<file path="src/rtl/sop_gate_array_pkg.sv">
// Shared helpers for the sum-of-products gate array.
// Index widths, mask reset constant and in_vec bit mapping.
package sop_gate_array_pkg;

  localparam logic [63:0] MASK_RST = '1;

  function automatic int idx_w(input int n);
    return (n <= 2) ? 1 : $clog2(n);
  endfunction

  function automatic int bit_idx(
    input int c,
    input int t,
    input int b,
    input int terms,
    input int tin
  );
    return c * terms * tin + t * tin + b;
  endfunction

endpackage

</file>
<file path="src/rtl/sop_channel.sv">
// One sum-of-products channel: masked AND-terms, OR, optional invert.
// Purely combinational; state lives in the top.
module sop_channel
  import sop_gate_array_pkg::*;
#(
  parameter int TERMS = 2,
  parameter int TIN   = 3
) (
  input  logic [TERMS*TIN-1:0] in_i,
  input  logic [TERMS*TIN-1:0] mask_i,
  input  logic                 inv_i,
  output logic                 ynext_o
);

  logic [TERMS-1:0] term;
  logic [TIN-1:0]   m;
  logic [TIN-1:0]   s;

  always_comb begin
    term = '0;
    m    = '0;
    s    = '0;
    for (int t = 0; t < TERMS; t++) begin
      m = mask_i[bit_idx(0, t, 0, TERMS, TIN) +: TIN];
      s = in_i[bit_idx(0, t, 0, TERMS, TIN) +: TIN];
      // an all-zero mask disables the term instead of making it constant 1
      term[t] = (|m) & (&(s | ~m));
    end
  end

  assign ynext_o = (|term) ^ inv_i;

endmodule

</file>
<file path="src/rtl/sop_gate_array.sv">
// Registered, programmable AND-OR(-invert) gate array with
// rise pulses, saturating toggle counters and hold.
module sop_gate_array
  import sop_gate_array_pkg::*;
#(
  parameter int CH    = 2,
  parameter int TERMS = 2,
  parameter int TIN   = 3,
  parameter int CNT_W = 4
) (
  input  logic                            clk,
  input  logic                            rst,
  input  logic [CH*TERMS*TIN-1:0]         in_vec,
  input  logic                            hold,
  input  logic                            cfg_we,
  input  logic [idx_w(CH*TERMS)-1:0]      cfg_idx,
  input  logic [TIN-1:0]                  cfg_mask,
  input  logic                            cfg_inv_we,
  input  logic [CH-1:0]                   cfg_inv,
  input  logic                            cnt_clr,
  output logic [CH-1:0]                   y,
  output logic [CH-1:0]                   y_rise,
  output logic [CH*CNT_W-1:0]             tog_cnt,
  output logic                            cfg_err
);

  localparam int NT = CH * TERMS;
  localparam int NB = NT * TIN;
  localparam int CW = TERMS * TIN;
  localparam logic [CNT_W-1:0] CMAX = '1;

  logic [NB-1:0]       mask_q, mask_d;
  logic [CH-1:0]       inv_q, inv_d;
  logic [CH-1:0]       y_q, y_d;
  logic [CH-1:0]       rise_q, rise_d;
  logic [CH*CNT_W-1:0] cnt_q, cnt_d;
  logic                err_q, err_d;
  logic [CH-1:0]       ynext;
  logic                idx_ok;

  for (genvar c = 0; c < CH; c++) begin : g_ch
    sop_channel #(
      .TERMS (TERMS),
      .TIN   (TIN)
    ) u_ch (
      .in_i    (in_vec[c*CW +: CW]),
      .mask_i  (mask_q[c*CW +: CW]),
      .inv_i   (inv_q[c]),
      .ynext_o (ynext[c])
    );
  end

  assign idx_ok = 32'(cfg_idx) < NT;

  always_comb begin
    mask_d = mask_q;
    inv_d  = inv_q;
    y_d    = y_q;
    rise_d = '0;
    cnt_d  = cnt_q;
    err_d  = 1'b0;
    if (cfg_we) begin
      if (idx_ok) mask_d[32'(cfg_idx)*TIN +: TIN] = cfg_mask;
      else        err_d = 1'b1;
    end
    if (cfg_inv_we) inv_d = cfg_inv;
    if (!hold) begin
      y_d    = ynext;
      rise_d = ~y_q & ynext;
    end
    for (int c = 0; c < CH; c++) begin
      // clear wins over a same-cycle change
      if (cnt_clr)
        cnt_d[c*CNT_W +: CNT_W] = '0;
      else if (!hold && (ynext[c] != y_q[c])
               && (cnt_q[c*CNT_W +: CNT_W] != CMAX))
        cnt_d[c*CNT_W +: CNT_W] = cnt_q[c*CNT_W +: CNT_W] + 1'b1;
    end
  end

  always_ff @(posedge clk) begin
    if (rst) begin
      mask_q <= {NT{MASK_RST[TIN-1:0]}};
      inv_q  <= '0;
      y_q    <= '0;
      rise_q <= '0;
      cnt_q  <= '0;
      err_q  <= 1'b0;
    end else begin
      mask_q <= mask_d;
      inv_q  <= inv_d;
      y_q    <= y_d;
      rise_q <= rise_d;
      cnt_q  <= cnt_d;
      err_q  <= err_d;
    end
  end

  assign y       = y_q;
  assign y_rise  = rise_q;
  assign tog_cnt = cnt_q;
  assign cfg_err = err_q;

endmodule

</file>
<file path="config.mk">
export PLATFORM = sky130hd
export DESIGN_NAME = sop_gate_array
export DESIGN_NICKNAME = d
export VERILOG_FILES = /design/src/rtl/sop_gate_array_pkg.sv /design/src/rtl/sop_channel.sv /design/src/rtl/sop_gate_array.sv
export SDC_FILE = /design/constraint.sdc
export NUM_CORES = 1
export LEC_CHECK = 0
export ABC_AREA = 1
export CAP_MARGIN = 20
export CELL_PAD_IN_SITES_DETAIL_PLACEMENT = 0
export CELL_PAD_IN_SITES_GLOBAL_PLACEMENT = 1
export CORE_ASPECT_RATIO = 1.25
export CORE_MARGIN = 1
export CORE_UTILIZATION = 30
export DETAILED_ROUTE_END_ITERATION = 16
export PLACE_DENSITY = 0.76
export SLEW_MARGIN = 20
export SYNTH_ARGS = -nofsm -noshare
export SYNTH_HDL_FRONTEND = slang
export SYNTH_SLANG_ARGS = --single-unit
</file>
<file path="constraint.sdc">
create_clock -name clk -period 1.49 [get_ports clk]
set_input_delay 0.2235 -clock clk [delete_from_list [all_inputs] [get_ports clk]]
set_output_delay 0.2235 -clock clk [all_outputs]
set_load 0.1 [all_outputs]
</file>
==> metrics.md <==
| Metric | Value |
|---|---|
| DR WL/cell | 10.67 um |
| DRC Markers | 0 |
| Chip Height | 77.49 um |
| Layout Nets | 295 |
| Mapped Area | 0.001368 mm2 |
| Post-route ant nets | 0 |
| Minimum clock period | 1.720 ns |
| Die ar. | 0.004834 mm2 |
| Switching Share | 30.21% |
| Sequential Power Share | 39.7% |
| Synth area leaders | dfxtp_1 (38%), nand2_1 (13%), inv_1 (8.8%) |
| Post-DP HPWL | 2487 um |
| Initial Util | 31.14% |
| Status | complete, but fails checks |
| N_diodes | 0 |
| GP Congestion | 0.7754 |
| WP data arrival | 1.90 ns |
| Setup Skew | 0.007864 ns |
| CP startpoint kind | flip-flop |
| Cells after DPL | 301 |
| Net switching power figure | 0.5831 mW |
| Synth warn | 0 |
| Period utilization | 115.5% |
| Pins over their slew limit | 0 |
| VDD IR max | 498.4 uV |
| Syn-to-layout area delta | 69.26% |
| Final std cells w/o fill | 318 |
| Layer carrying the most global-route usage | met2 |
| Worst-path cell chain | nor2_1, nand2_1, nand4_1, nand2_1, nand2_2, nand2_2, ha_4, nor2_4, nand2_4, nor2_4, buf_4, buf_6, nor2_1 |
| Met3 Usage GRT | 1.912% |
| Grt met2 use | 29.12% |
| First-pass GRT wire length | 5720 um |
| Remaining global-route overflow | 0 |
| Synth area leader | dfxtp_1 |
| Clk_lat worst skew | 0.28 ns |
| Seq cells post-synth | 26 |
| CP Capture Type | flip-flop |
| Input/output buffers | 36 |
| Internal power | 1.347 mW |
| GRT met1 Usage | 15.03% |
| Clk pwr share | 31.6% |
| Synth top area share | 38.06% |
| Avg Cell Area, Syn | 7.013 um2 |
| Pwr/cell area | 833.8 mW/mm2 |
| Leak | 1.086 nW |
| TritonRoute pass-1 iters | 4 |
| Fillers | 414 |
| Worst-case clock buffer depth | 2 |
| RSZ-0062 raised after global routing | yes |
| Antenna violations before repair | 0 |
| WP data required | 1.67 ns |
| Mapped Nets | 229 |
| Chip width | 62.39 um |
| TritonCTS clock tree | yes |
| H-tree level count | 1 |
| Hold buffers post-CTS | 0 |
| Setup Crit Path Kind | flip-flop to flip-flop |
| Vias in the first global route | 1404 |
| Dpl ws | -0.5689 ns |
| Mapped Cells | 195 |
| Crit-path max FO | 3 |
| Largest net degree at the start of global routing | 16 |
| Row count | 27 |
| Violated checks | setup timing |
| Final Worst Setup Slack | -0.2304 ns |
| CP peak stage delay | 0.34 ns |
| Routed WL | 3394 um |
| Final hold violation count | 0 |
| Number of CTS-inserted buffers | 3 |
| Yosys cell types | 21 |
| Multi-input logic area | 774.5 um2 |
| Clock root cell | clkbuf_8 |
| Max Clock Freq | 581.3 MHz |
| Seq/Total Area, Yosys | 38.06% |
| Max-cap violations | 0 |
| Slowest stage cell, crit path | dfxtp_2 |
| Register Area | 559.3 um2 |
| GRT Util Overall | 14.69% |
| CTS clk-pin slew, worst paths | 0.09 ns |
| Layout cell share with drive strength beyond 1 | 33.85% |
| Core Region | 0.004392 mm2 |
| I/O pins | 38 |
| Vias per cell | 4.497 |
| Vias | 1430 |
| Comb pwr share | 28.8% |
| Final setup viols | 9 |
| Initial drt markers | 44 |
| Worst hold path type | flip-flop to flip-flop |
| Sink Count | 26 |
## layer usage
| layer | up-vias | wire (um) | share of wire, % |
|---|---|---|---|
| met3 | 4 | 103 | 3.0 |
| met5 | - | 0 | 0 |
| met4 | 0 | 40 | 1.2 |
| met2 | 28 | 1822 | 54 |
| met1 | 645 | 1427 | 42 |
| li1 | 753 | - | - |
## area by class of cell
type / instances / area share (%)
clock inverter: 1 / 1.297
sequential: 26 / 24.16
inverter: 36 / 5.838
timing repair buffer: 63 / 30.32
clock buffer: 3 / 1.784
multi-input combinational: 131 / 33.46
tap: 58 / 3.135
## state kept, by name, summed over array words and instances (netlist names)
register,flops
inv_q,2
mask_q,12
tog_cnt,8
y_rise,2
y,2
## layout by cell type (no fill, tap or decap), types with 7 or more instances in the layout
| cell type | n |
|---|---|
| a21oi_1 | 12 |
| buf_6 | 8 |
| ha_1 | 7 |
| nand2_1 | 46 |
| buf_12 | 12 |
| nand4_1 | 9 |
| dlygate4sd2_1 | 9 |
| nor2_1 | 17 |
| clkdlybuf4s50_1 | 15 |
| dfxtp_2 | 13 |
| buf_4 | 19 |
| dfxtp_1 | 7 |
| inv_1 | 30 |
## synth_stat cells (all sizes together)
master and n:
clkbuf 1, nor2 23, nand2 51, dfxtp 26, a31oi 2, a22oi 6
nor3 1, o21ai 6, ha 9, conb 1, nand3 7, a21oi 12
nand4 9, nor3b 2, a211oi 2, inv 36, buf 1
## worst max-delay path: cells and delay by family (launching register included)
kind	cells	cell delay, ns
buffers and inverters	2	0.19
DFF	1	0.34
and+or+nand+nor	10	0.85
adders and majority gates	1	0.24
## logic make-up after synthesis
kind of cell / after synthesis / share of synthesized area (%)
AND/OR/NAND/NOR: 93 / 30.10
buffers and inverters: 38 / 10.70
AO/OA/AOI/OAI: 28 / 12.63
flip-flops: 26 / 38.06
adder cells (fa/ha/maj): 9 / 8.234
other: 1 / 0.2742
## per-stage QoR
step	power [mW]	instance area (um2)	hold WS (ns)	setup TNS, ns	util, %
2_1_floorplan	1.037	1395	0.2996	-0.1330	-
3_3_place_gp	1.234	2042	0.4566	-4.957	46.50
3_5_place_dp	1.236	2042	0.4633	-5.080	46.50
4_1_cts	1.885	2232	0.4796	-1.251	50.83
5_1_grt	2.014	2315	0.4960	-2.799	52.71
6_report	1.930	2315	0.4830	-1.502	52.71
## timing repair
action | CTS | global route
endpoints found under the setup margin | 8 | 12
setup buffers | 12 | 6
pin swaps | 10 | 14
resized for setup | 25 | 19
## worst paths after layout
kind / start / slack (ns) / cells past startpoint / end
max: mask_q[4] / -0.23 / 13 / tog_cnt[0]
min: mask_q[7] / 0.48 / 2 / mask_q[7]
max reg2reg: mask_q[4] / -0.23 / 13 / tog_cnt[0]
min reg2reg: mask_q[7] / 0.48 / 2 / mask_q[7]
## power by group through the flow
stage	sequential, mW	combinational (mW)	clock, mW
3_3_place_gp	0.776	0.457	0
4_1_cts	0.763	0.505	0.616
3_5_place_dp	0.777	0.459	0
5_1_grt	0.771	0.602	0.641
2_1_floorplan	0.865	0.171	0
6_report	0.765	0.556	0.609
(Power assumes the default switching activity.)
